<file path="src/rtl/reg_write_arbiter_pkg.sv">
// Shared defaults and arbiter state type for the register write arbiter.
package reg_arb_pkg;
  localparam int NUM_REQ_DEF = 4;
  localparam int DATA_W_DEF  = 32;
  localparam int ADDR_W_DEF  = 2;
  localparam int LOCK_MAX    = 8;

  typedef enum logic [1:0] {IDLE, GRANT, LOCKED} arb_state_t;
endpackage

</file>
<file path="src/rtl/reg_write_arbiter_rr_pick.sv">
// Combinational round-robin picker: first set request after ptr wins (one-hot).
module rr_pick #(
  parameter int NUM_REQ = 4,
  parameter int PW      = (NUM_REQ > 1) ? $clog2(NUM_REQ) : 1
) (
  input  logic [NUM_REQ-1:0] req,
  input  logic [PW-1:0]      ptr,
  output logic [NUM_REQ-1:0] win,
  output logic               valid
);
  logic [PW-1:0] idx;

  always_comb begin
    win   = '0;
    valid = 1'b0;
    idx   = '0;
    for (int k = 1; k <= NUM_REQ; k++) begin
      idx = PW'((int'(ptr) + k) % NUM_REQ);
      if (!valid && req[idx]) begin
        win[idx] = 1'b1;
        valid    = 1'b1;
      end
    end
  end
endmodule

</file>
<file path="src/rtl/reg_write_arbiter.sv">
// Round-robin register-bank write arbiter with registered grant, enable and data.
// Define ARB_LOCK_EN to build the lock path (LOCKED state and hold counter).
module reg_write_arbiter
  import reg_arb_pkg::*;
#(
  parameter int NUM_REQ = NUM_REQ_DEF,
  parameter int DATA_W  = DATA_W_DEF,
  parameter int ADDR_W  = ADDR_W_DEF
) (
  input  logic                      clk,
  input  logic                      rst,
  input  logic [NUM_REQ-1:0]        req,
  input  logic [NUM_REQ*DATA_W-1:0] wdata,
  input  logic [NUM_REQ*ADDR_W-1:0] waddr,
  input  logic [NUM_REQ-1:0]        lock,
  output logic [NUM_REQ-1:0]        gnt,
  output logic [2**ADDR_W-1:0]      reg_en,
  output logic [DATA_W-1:0]         reg_d,
  output logic [15:0]               wr_count
);
  localparam int PW = (NUM_REQ > 1) ? $clog2(NUM_REQ) : 1;

  arb_state_t           state;
  logic [PW-1:0]        last_winner, pick_idx;
  logic [NUM_REQ-1:0]   pick, sel;
  logic                 pick_vld, done, hold;
  logic [2**ADDR_W-1:0] en_nxt;
  logic [DATA_W-1:0]    d_nxt;

  assign done = (state != IDLE) && |(req & gnt);

  // The requester completing at this edge is masked out of the new pick.
  rr_pick #(.NUM_REQ(NUM_REQ), .PW(PW)) u_pick (
    .req   (req & ~gnt),
    .ptr   (last_winner),
    .win   (pick),
    .valid (pick_vld)
  );

`ifdef ARB_LOCK_EN
  localparam int HW = (LOCK_MAX > 1) ? $clog2(LOCK_MAX) : 1;
  logic [HW-1:0] hold_cnt;
  // hold_cnt = transfers already done in this hold run; the LOCK_MAX-th releases.
  assign hold = done && |(req & gnt & lock) && (hold_cnt != HW'(LOCK_MAX - 1));
`else
  logic unused_lock;
  assign unused_lock = ^lock;
  assign hold        = 1'b0;
`endif

  assign sel = hold ? gnt : pick;

  always_comb begin
    pick_idx = '0;
    en_nxt   = '0;
    d_nxt    = '0;
    for (int i = 0; i < NUM_REQ; i++) begin
      if (pick[i]) pick_idx = PW'(i);
      if (sel[i]) begin
        en_nxt[waddr[i*ADDR_W +: ADDR_W]] = 1'b1;
        d_nxt = wdata[i*DATA_W +: DATA_W];
      end
    end
  end

  always_ff @(posedge clk) begin
    if (rst) begin
      state       <= IDLE;
      gnt         <= '0;
      reg_en      <= '0;
      reg_d       <= '0;
      wr_count    <= '0;
      last_winner <= PW'(NUM_REQ - 1);
`ifdef ARB_LOCK_EN
      hold_cnt    <= '0;
`endif
    end else begin
      gnt    <= sel;
      reg_en <= en_nxt;
      reg_d  <= d_nxt;
      if (done) wr_count <= wr_count + 16'd1;
`ifdef ARB_LOCK_EN
      if (hold) begin
        state    <= LOCKED;
        hold_cnt <= hold_cnt + HW'(1);
      end else
`endif
      if (pick_vld) begin
        state       <= GRANT;
        last_winner <= pick_idx;
`ifdef ARB_LOCK_EN
        hold_cnt    <= '0;
`endif
      end else begin
        state <= IDLE;
      end
    end
  end
endmodule

</file>
<file path="config.mk">
export PLATFORM = sky130hd
export DESIGN_NAME = reg_write_arbiter
export DESIGN_NICKNAME = d
export VERILOG_FILES = /design/src/rtl/reg_write_arbiter_pkg.sv /design/src/rtl/reg_write_arbiter_rr_pick.sv /design/src/rtl/reg_write_arbiter.sv
export SDC_FILE = /design/constraint.sdc
export NUM_CORES = 1
export LEC_CHECK = 0
export ABC_CLOCK_PERIOD_IN_PS = 5000
export BUFFER_PORTS_ARGS = -buffer_cell sky130_fd_sc_hd__buf_4
export CORE_ASPECT_RATIO = 0.75
export CORE_MARGIN = 5
export CORE_UTILIZATION = 38
export DETAILED_ROUTE_END_ITERATION = 10
export PLACE_DENSITY = 0.71
export SYNTH_ARGS = -nofsm -noshare
export SYNTH_HDL_FRONTEND = slang
export SYNTH_SLANG_ARGS = --single-unit
export TNS_END_PERCENT = 5
</file>
<file path="constraint.sdc">
create_clock -name clk -period 5 [get_ports clk]
set_input_delay 1 -clock clk [delete_from_list [all_inputs] [get_ports clk]]
set_output_delay 1 -clock clk [all_outputs]
set_load 0.01 [all_outputs]
</file>
======== Word level (Yosys, flattened, before mapping) ========
Index checks and enable logic that the tools add are counted.
storage, ports and cells
  logic and storage cells ................. 97
  input bits .............................. 146
  output and inout bits ................... 56
  flip-flop bits (word level) ............. 60
cells by class
  $lt $le $gt $ge ......................... 16
  bitwise logic cells ..................... 9
  muxes and demuxes ....................... 44
  reduce and logical (&&, ||, !) cells .... 17
  $add $sub $neg .......................... 5
operator list
  kind                   number
  $mux 32                4
  $mux 4                 8
  $lt 2x3->1 const B     8
  $or 4x4->4             6
  $mux 1                 18
  $add 16x1->16 const B  1
  $demux 1 s2            8
  $ge 2x1->1 const B     8
  $logic_and 1x1->1      12
  $and 4x4->4            2
  $bmux 1 s2             4
  $add 2x1->2 const B    2
  $add 2x2->2 const B    2
  $mux 2                 2
  $not 4->4              1
  $reduce_or 4->1        1
  $logic_not 1->1        3
  $reduce_bool 2->1      1

======== Longest topological paths before layout ========
Gate-level depths: netlist of run 1.
  depth in word-level cells ............... 21
  depth in mapped cells ................... 13

======== Hierarchy ========
A second synthesis of run 1 with hierarchy kept.
second synthesis, totals
  cell total of the unflattened synthesis .. 375
  area, all modules ....................... 3241.9 um^2
by module, submodules not included
  module             cells an instance  times used  area each (um^2)
  reg_write_arbiter  327                1           2826.5
  rr_pick            48                 1           415.4

======== Worst setup path before layout of run 1 ========
Ideal clock, no wire load.
  path type ............................... input-to-reg
  start point ............................. input req[1]
  end point ............................... register reg_d[31]
  setup time .............................. 0.132 ns
  cell stages on the path ................. 9
  slack ................................... 1.997 ns
  data arrival time ....................... 2.871 ns
  required time ........................... 4.868 ns
  cell sequence ........................... nor2b_1 and4_4 o41a_4 and2_4 buf_6 buf_2 o31a_1 a311oi_1 o32ai_1
between the ends
  word-level cells in the longest chain between the ends .. 17
RTL lines
  what                          RTL line                         RTL
  from (decl)                   reg_write_arbiter.sv:12          input logic [NUM_REQ-1:0] req,
  $and 4x4->4 (*)               reg_write_arbiter.sv:34          .req (req & ~gnt),
  $bmux 1 s2                    reg_write_arbiter_rr_pick.sv:19  if (!valid && req[idx]) begin
  $mux 1 (implied by the code)  reg_write_arbiter_rr_pick.sv:19
  $mux 1                        reg_write_arbiter_rr_pick.sv:19
  $logic_not 1->1               reg_write_arbiter_rr_pick.sv:19
  $logic_and 1x1->1             reg_write_arbiter_rr_pick.sv:19
  $mux 1                        reg_write_arbiter_rr_pick.sv:19
  $logic_not 1->1               reg_write_arbiter_rr_pick.sv:19
  $logic_and 1x1->1             reg_write_arbiter_rr_pick.sv:19
  $mux 1                        reg_write_arbiter_rr_pick.sv:19
  $logic_not 1->1               reg_write_arbiter_rr_pick.sv:19
  $logic_and 1x1->1             reg_write_arbiter_rr_pick.sv:19
  $mux 4 (*)                    reg_write_arbiter_rr_pick.sv:19
  $mux 32 (3 in a row)          reg_write_arbiter.sv:59          if (sel[i]) begin
  $mux 32 (*)                   reg_write_arbiter.sv:59
  to (signal assigned)          reg_write_arbiter.sv:80          reg_d <= d_nxt;
  to (decl)                     reg_write_arbiter.sv:18          output logic [DATA_W-1:0] reg_d,
Mark *: on every way between the ends. The rest lies on a longest branch, timed or not. The select of a mux whose other input is x is not followed.
A chain may end at the register's enable or synchronous reset.

======== Worst setup path in the final report of run 1 ========
  start point ............................. register last_winner[0]
  end point ............................... register reg_d[16]
between the ends
  word-level cells in the longest chain between the ends .. 17
RTL lines
  what                                                 RTL line                         RTL
  from (decl)                                          reg_write_arbiter.sv:24          logic [PW-1:0] last_winner, pick_idx;
  from (signal assigned)                               reg_write_arbiter.sv:73          last_winner <= PW'(NUM_REQ - 1);
  from (signal assigned)                               reg_write_arbiter.sv:90          last_winner <= pick_idx;
  branches (longest 12 deep; another with $lt 2x3->1)  n/a
  $mux 4 (*)                                           reg_write_arbiter_rr_pick.sv:19
  $mux 32 (3 in a row)                                 reg_write_arbiter.sv:59
  $mux 32 (*)                                          reg_write_arbiter.sv:59
Mark *: on every way between the ends. The select of a mux whose other input is x is not followed.

==> flow_summary.ini, run 1 <==
[worst_setup_path]
worst_path_largest_cell_delay_ps = 560
critPathMaxFanout = 33
crit_path_start_kind = flop
r2r_setup_slack_ps = 1380
crit_path_cell_trace = inv_2, ha_1, and4_4, o41a_4, and2_4, nor3_4, buf_4, a311oi_1, o32ai_1
end_kind = flop
worstSetupStartpoint = last_winner[0]$_SDFFE_PP1P_
worst_ep_required_time_ps = 5220
reg2reg_from = last_winner[0]$_SDFFE_PP1P_
crit_type = reg -> reg
crit_path_top_delay_cell = dfxtp_1
worstPathArrival_ps = 3840

[cells_and_area]
drive_above_1_share = 0.405
layout_common_cells = buf_4, dfxtp_1, nor2_1
n_antenna_cell = 0
layout.nets = 732
final_common_cell = buf_4
nFillCells = 812
syn_to_final_growth_pct = 51.5
final_cells = 695

[pwr]
power.switching_w = 0.00133
intPower_w = 0.00184
p_comb_frac = 0.579
ir_drop_uv = 235
p_per_area_mw_per_mm2 = 600
swShare = 0.419
leakage_nw = 2.40
seq_power_share = 0.213
clockPowerShare = 0.208

[hold_path]
hp-class = reg -> reg
min_from = wr_count[6]$_SDFFE_PP0P_

[logic_synthesis]
yosysSeqAreaShare = 0.338
synth.net_count = 551
ys.flop_type = dfxtp_1
yosys.cell_types.count = 49
ys_seq_elements = 59
synth_edf_count = 0
yosys_warnings = 0
synth.avg_cell_area_um2 = 8.80
syn_inst = 397
syn_area_mm2 = 0.00349
yosysTopAreaCellShare = 0.338
yosysTopAreaCell = dfxtp_1
async_flop_share = 0
synth.top_cells.by_area = dfxtp_1, a311oi_1, o31a_1, o32ai_1, nor2_1

[grt]
antenna_found_initial = 0
grt.overflow.total = 0
grt_pass1_vias = 4019
grt_pass1_wl_um = 20400
track_usage = 0.227
grt_max_degree = 59

[timing]
hold_viol_final = 0
max_freq_mhz = 276
min_period_over_period = 0.724
clock_skew_ps = 6.03
worst_slack_ps = 1380
finalSetupViolations = 0
finalWorstPathRequiredPeriod_ps = 3620
slew_headroom = 0.343
fin_setup_tns_ps = 0
report.final.slew_viol_count = 0
worst_pin_slew_ps = 982
rsz0062_at_grt = no

[clock_network]
cts_tree = done
insertion_delay_ps = 320
clkSinkCount = 59
root_buffer = clkbuf_16
clk_path_buf_depth = 2
cts_resized = 0
cts_max_level = 3
numCtsBuffers = 9
holdBufCountCts = 0
cts.clk_slew.worst_paths_ps = 60
postCtsSetupBuffers = 0

[placement]
hpwl_um = 9540
dpl.cell_count = 679
port_buffers = 197
dp_slack_ps = 1200
gp_congestion = 0.789

[outcome]
status = complete, no violations

[drt]
avgRoutedWirePerCell_um = 18.7
final_antenna_net_count = 0
via_count = 3908
drc = 0
via_per_inst = 5.62
dr.pass1.iters = 4
routed_wl_um = 13000
drtIter0Drc = 234

[job]
cap_violations = 0

[floorplanning]
initial_utilization = 0.388
die_area_mm2 = 0.0112
die_h_um = 93.0
rows = 30
die_w_um = 121
fp.coreArea_mm2 = 0.00901
io_pins = 202
## stage by stage
stage	hold WS (ps)	utilization	total power, W	area [µm²]
detailed placement	501	0.552	0.00252	4970
global route	541	0.587	0.00339	5290
floorplan	514	-	0.00198	3490
finish	509	0.587	0.00317	5290
CTS	512	0.587	0.00320	5290
global placement	487	0.552	0.00247	4970
## synthesized netlist by cell type (2+ instances only)
library cell / n
or3_1: 6
ha_1: 8
a31oi_1: 4
and2_4: 2
buf_6: 5
nand3_1: 12
a21boi_1: 2
nand3b_1: 2
nor4_1: 2
buf_2: 14
a221o_1: 2
mux4_2: 2
xnor2_1: 5
a32oi_1: 3
and2_1: 4
nand2_1: 9
inv_1: 37
nor3_1: 4
o31a_1: 32
a311oi_1: 32
and3_1: 3
nor2b_1: 5
clkbuf_1: 11
nand2b_1: 3
a22oi_1: 3
nand4_1: 3
nor2_1: 56
a211o_1: 2
xor2_1: 8
buf_4: 4
a22o_1: 3
dfxtp_1: 59
o32ai_1: 32
o21ai_0: 2
a21oi_1: 2
## power by group through the flow
stage	Combinational [W]	Clock (W)	Sequential (W)
after global routing	0.00200	0.000697	0.000691
after floorplan	0.00126	0	0.000721
after CTS	0.00185	0.000674	0.000676
after detailed placement	0.00184	0	0.000684
after global placement	0.00179	0	0.000681
final	0.00184	0.000661	0.000675
## kinds of logic after synthesis
group                    Yosys count  share of synthesized area
flip-flops                        59                      0.338
multiplexers                       3                     0.0158
adder cells (fa/ha/maj)            8                     0.0287
AO/OA/AOI/OAI                    125                      0.318
XOR/XNOR                          13                     0.0326
buffers and inverters             73                     0.0985
AND/OR/NAND/NOR                  116                      0.168
## final cells by class
class                      instances  area, µm²  share of cell area
clock inverter                     7       92.6              0.0175
timing repair buffer             205       1540               0.291
multi-input combinational        265       1970               0.372
sequential                        59       1180               0.223
tap                              112        140              0.0265
clock buffer                       9        225              0.0426
inverter                          38        143              0.0270
## registers in the layout (all words and copies together), names as in the netlist
| name | count |
|---|---|
| gnt | 4 |
| last_winner | 2 |
| reg_d | 32 |
| reg_en | 4 |
| state | 1 |
| wr_count | 16 |
## metal layers
metal / GRT usage / wire length, µm / vias to the layer above
met5: 0 / 0 / -
met4: 0.0821 / 320 / 0
met3: 0.0786 / 1090 / 20
met2: 0.377 / 6440 / 162
met1: 0.274 / 5140 / 1867
li1: - / - / 1859
## worst paths after layout
check                                           endpoint  cells past startpoint
worst min-delay path            wr_count[6]$_SDFFE_PP0P_                      2
worst max-delay path                reg_d[16]$_SDFF_PP0_                      9
worst max register to register      reg_d[16]$_SDFF_PP0_                      9
worst min register to register  wr_count[6]$_SDFFE_PP0P_                      2
## critical path, delay by kind of cell, from the launching register on
family	cells	cell delay (ps)
AO/OA/AOI/OAI	3	1010
adder cells (fa/ha/maj)	1	390
buffers and inverters	2	580
flip-flops	1	560
AND/OR/NAND/NOR	3	930
(Power assumes the default switching activity.)
==> inputs of run 2 (changes only) <==
Settings changed: ABC_CLOCK_PERIOD_IN_PS 5000 to 2900, PLACE_DENSITY 0.71 to 0.74.
Clock period 5 ns to 2.9 ns, I/O delays scaled along.
==> flow_summary.ini, run 2 (synthesis gave the netlist of run 1 again) <==
[hold_path]
hold_end = reg_d[29]$_SDFF_PP0_
holdPathStages = 3
hp-class = in -> reg
min_from = wdata[29]

[grt]
grt_pass1_wl_um = 20100
grt_pass1_vias = 4177
grt.overflow.total = 0
track_usage = 0.223
antenna_found_initial = 0
grt_max_degree = 58

[drt]
routed_wl_um = 12700
dr.pass1.iters = 4
drc = 0
dr.max_layer_used = met4
avgRoutedWirePerCell_um = 17.8
final_antenna_net_count = 0
dr_wl_met2_um = 6190
drtIter0Drc = 210
via_count = 3940
wl_met3_um = 1200
wl_met1_um = 5070
via_per_inst = 5.54

[cells_and_area]
final_common_cell = buf_4
multi_input_area_mm2 = 0.00198
final_cells = 711
layout_common_cells = buf_4, dfxtp_1, nor2_1
drive_above_1_share = 0.422
final_util = 0.615
register_area_mm2 = 0.00118
layout.nets = 748
top_regs = reg_d x32, wr_count x16
nFillCells = 817
regMostFlops = reg_d
largest_register_ffs = 32
n_antenna_cell = 0
syn_to_final_growth_pct = 58.5

[placement]
port_buffers = 197
hpwl_um = 9500
gp_congestion = 0.847
dpl.cell_count = 695

[timing]
clock_skew_ps = 5.56
hold_viol_final = 0
report.final.slew_viol_count = 0
fin_setup_tns_ps = 0
worst_pin_slew_ps = 608
whs_ps = 483
slew_headroom = 0.595
finalWorstPathRequiredPeriod_ps = 2740
max_freq_mhz = 365
min_period_over_period = 0.945
rsz0062_at_grt = no
finalSetupViolations = 0

[clock_network]
cts_tree = done
holdBufCountCts = 0
cts.clk_slew.worst_paths_ps = 50
cts_max_level = 3
root_buffer = clkbuf_16
clkSinkCount = 59
cts_resized = 0
clk_path_buf_depth = 2
postCtsSetupBuffers = 0
insertion_delay_ps = 320
numCtsBuffers = 9

[worst_setup_path]
reg2reg_from = last_winner[0]$_SDFFE_PP1P_
worst_ep_required_time_ps = 3080
end_kind = flop
crit_type = reg -> reg
cpLargestDelayFamily = compound AO/OA/AOI/OAI gates
crit_path_start_kind = flop
worst_path_largest_cell_delay_ps = 510
critPathMaxFanout = 17
crit_path_cell_trace = inv_2, ha_1, and4_4, o41a_4, and2_4, buf_12, o31a_1, a311oi_1, o32ai_1
worstPathArrival_ps = 2920
cp_num_buf_inv = 2
timing.rr.end = reg_d[23]$_SDFF_PP0_
r2r_cells = 9
r2r_setup_slack_ps = 160
crit_path_top_delay_cell = o41a_4

[pwr]
clockPowerShare = 0.226
intPower_w = 0.00361
ir_drop_uv = 534
swShare = 0.389
p_per_area_mw_per_mm2 = 1070
seq_power_share = 0.192
p_comb_frac = 0.582
power.switching_w = 0.00230
leakage_nw = 2.54

[floorplanning]
initial_utilization = 0.388
fp.coreArea_mm2 = 0.00901
die_h_um = 93.0
die_w_um = 121
io_pins = 202
rows = 30
die_area_mm2 = 0.0112

[job]
cap_violations = 0

[outcome]
status = complete, no violations
[run 2: cell count changes in the layout (fill, tap and decap cells not counted), sizes merged]
cell      previous run  this run
buf                205       221
clkinvlp             3         1
clkinv               2         1
bufinv               2         4
clkbuf               9        10
[run 2: worst max path at each step]
stage | from | end | depth (start not counted)
finish | last_winner[0]$_SDFFE_PP1P_ | reg_d[23]$_SDFF_PP0_ | 9
global route | last_winner[0]$_SDFFE_PP1P_ | reg_d[12]$_SDFF_PP0_ | 9
CTS | last_winner[0]$_SDFFE_PP1P_ | reg_d[23]$_SDFF_PP0_ | 9
detailed placement | req[1] | reg_d[25]$_SDFF_PP0_ | 10
global placement | req[1] | reg_d[23]$_SDFF_PP0_ | 9
floorplan | last_winner[0]$_SDFFE_PP1P_ | reg_d[31]$_SDFF_PP0_ | 11
[run 2: tightest hold or removal path: stages]
cell and delay (ps):
buf_4 70, inv_1 30, o32ai_1 80
[run 2: per-layer routing]
metal / track usage / vias to the layer above
li1: - / 1895
met1: 0.261 / 1856
met2: 0.374 / 171
met3: 0.0955 / 18
met4: 0.0632 / 0
met5: 0 / -
[run 2: power groups by stage]
stage / clock [W] / sequential, W / combinational (W)
5_1_grt: 0.00140 / 0.00115 / 0.00374
3_3_place_gp: 0 / 0.00114 / 0.00333
6_report: 0.00134 / 0.00113 / 0.00344
2_1_floorplan: 0 / 0.00124 / 0.00217
4_1_cts: 0.00137 / 0.00113 / 0.00341
3_5_place_dp: 0 / 0.00115 / 0.00340
[run 2: cell type report]
cell class                 count  area share
multi-input combinational    265       0.358
clock buffer                  10      0.0432
inverter                      38      0.0258
timing repair buffer         221       0.309
sequential                    59       0.213
clock inverter                 6      0.0246
tap                          112      0.0253
[run 2: stage by stage]
stage	power [W]	area, µm²	worst slack [ps]
2_1_floorplan	0.00341	3490	112
3_3_place_gp	0.00448	5150	67.1
3_5_place_dp	0.00455	5150	8.18
4_1_cts	0.00591	5530	133
5_1_grt	0.00629	5540	22.8
6_report	0.00590	5540	160
==> inputs of run 3 (changes only) <==
Settings changed: CELL_PAD_IN_SITES_DETAIL_PLACEMENT set to 0, CELL_PAD_IN_SITES_GLOBAL_PLACEMENT set to 2, CORE_UTILIZATION 38 to 21, PLACE_DENSITY 0.74 to not set, PLACE_DENSITY_LB_ADDON set to 0.1.
==> flow_summary.ini, run 3 (synthesis gave the netlist of run 1 again) <==
[outcome]
status = complete, no violations

[worst_setup_path]
end_kind = flop
critPathMaxFanout = 23
r2r_setup_slack_ps = 120
cp_num_buf_inv = 2
crit_cells = 9
crit_path_top_delay_cell = o41a_4
reg2reg_from = last_winner[0]$_SDFFE_PP1P_
r2r_cells = 9
worstPathArrival_ps = 2970
cpLargestDelayFamily = compound AO/OA/AOI/OAI gates
timing.rr.end = reg_d[0]$_SDFF_PP0_
crit_path_cell_trace = inv_2, ha_1, and4_4, o41a_4, and2_4, a211o_1, buf_12, a311oi_1, o32ai_1
worst_ep_required_time_ps = 3090
endpoint = reg_d[0]$_SDFF_PP0_
crit_type = reg -> reg
worstSetupStartpoint = last_winner[0]$_SDFFE_PP1P_
crit_path_start_kind = flop
worst_path_largest_cell_delay_ps = 510

[hold_path]
hp-class = in -> reg
holdPathStages = 3

[clock_network]
cts_tree = done
insertion_delay_ps = 330
root_buffer = clkbuf_16
cts.clk_slew.worst_paths_ps = 60
clkSinkCount = 59
cts_max_level = 3
numCtsBuffers = 9
clk_path_buf_depth = 2
holdBufCountCts = 0

[placement]
dpl.cell_count = 799
placed_area_mm2 = 0.00537
hpwl_um = 11000
gp_congestion = 0.825
port_buffers = 197

[grt]
grt.overflow.total = 0
antenna_found_initial = 0
grt_pass1_wl_um = 22200
track_usage = 0.144
grt_pass1_vias = 4004
grt_max_degree = 58

[cells_and_area]
final_cells = 817
largest_register_ffs = 32
regMostFlops = reg_d
n_antenna_cell = 0
nFillCells = 1650
final_area_mm2 = 0.00575
top_regs = reg_d x32, wr_count x16
layout.nets = 756
final_common_cell = buf_4
layout_common_cells = buf_4, dfxtp_1, nor2_1
drive_above_1_share = 0.428
syn_to_final_growth_pct = 64.7

[drt]
drc = 0
via_count = 3820
via_per_inst = 4.68
routed_wl_um = 14700
final_antenna_net_count = 0
avgRoutedWirePerCell_um = 18.0
drtIter0Drc = 123
dr.pass1.iters = 4

[pwr]
ir_drop_uv = 580
p_per_area_mw_per_mm2 = 1060
leakage_nw = 2.59

[floorplanning]
die_area_mm2 = 0.0193
fp.coreArea_mm2 = 0.0162
die_h_um = 122
die_w_um = 159
initial_utilization = 0.216
io_pins = 202
rows = 40

[timing]
min_period_over_period = 0.958
rsz0062_at_grt = no
finalWorstPathRequiredPeriod_ps = 2780
worst_pin_slew_ps = 673
report.final.slew_viol_count = 0
finalSetupViolations = 0
max_freq_mhz = 360
hold_viol_final = 0
whs_ps = 472
clock_skew_ps = 9.07
slew_headroom = 0.551

[job]
cap_violations = 0
==> run 3: report_power, final <==
group | leakage (nW) | internal (W) | switching [W]
combinational | 1.93 | 0.00180 | 0.00195
sequential | 0.484 | 0.00105 | 0.0000841
clock | 0.168 | 0.000846 | 0.000388
==> run 3: repair_timing <==
item,in CTS,in global routing
gates resized for setup,0,1
setup buffers,0,1
endpoints found under the hold margin,0,0
endpoints found under the setup margin,0,13
==> run 3: cell type report <==
| type | instances | area (µm²) | area share |
|---|---|---|---|
| tap | 210 | 263 | 0.0457 |
| sequential | 59 | 1180 | 0.205 |
| clock buffer | 13 | 280 | 0.0487 |
| clock inverter | 3 | 67.6 | 0.0117 |
| multi-input combinational | 265 | 1980 | 0.344 |
| timing repair buffer | 229 | 1840 | 0.320 |
| inverter | 38 | 143 | 0.0248 |
==> run 3: metal layers <==
layer / part of all wire / wire [µm] / global-route usage / vias up
li1: - / - / - / 1907
met1: 0.45 / 6560 / 0.177 / 1787
met2: 0.47 / 6850 / 0.232 / 117
met3: 0.078 / 1140 / 0.0622 / 9
met4: 0.0098 / 144 / 0.0368 / 0
met5: 0 / 0 / 0 / -
==> run 3: how the worst min path moves through the flow <==
stage / from / endpoint / slack, ps
after global placement: wr_count[6]$_SDFFE_PP0P_ / wr_count[6]$_SDFFE_PP0P_ / 490
after global routing: wdata[27] / reg_d[27]$_SDFF_PP0_ / 460
after detailed placement: wr_count[6]$_SDFFE_PP0P_ / wr_count[6]$_SDFFE_PP0P_ / 500
after CTS: wdata[1] / reg_d[1]$_SDFF_PP0_ / 450
final: wdata[1] / reg_d[1]$_SDFF_PP0_ / 470
after floorplan: wr_count[6]$_SDFFE_PP0P_ / wr_count[6]$_SDFFE_PP0P_ / 510
==> run 3: worst register-to-register path: cells and delay by family, from the launching register on <==
family | cells | cell delay (ps)
compound gates | 4 | 1310
fa+ha+maj | 1 | 370
buf+inv | 2 | 210
flops | 1 | 340
simple gates | 2 | 400
==> run 3: per-stage QoR <==
| stage | utilization | total power (W) | TNS [ps] | worst slack, ps |
|---|---|---|---|---|
| after floorplan | - | 0.00341 | 0 | 112 |
| after global placement | 0.332 | 0.00481 | -7.24 | -7.24 |
| after detailed placement | 0.332 | 0.00482 | -220 | -49.1 |
| after CTS | 0.354 | 0.00610 | 0 | 83.4 |
| after global routing | 0.356 | 0.00657 | 0 | 6.46 |
| final | 0.356 | 0.00612 | 0 | 122 |
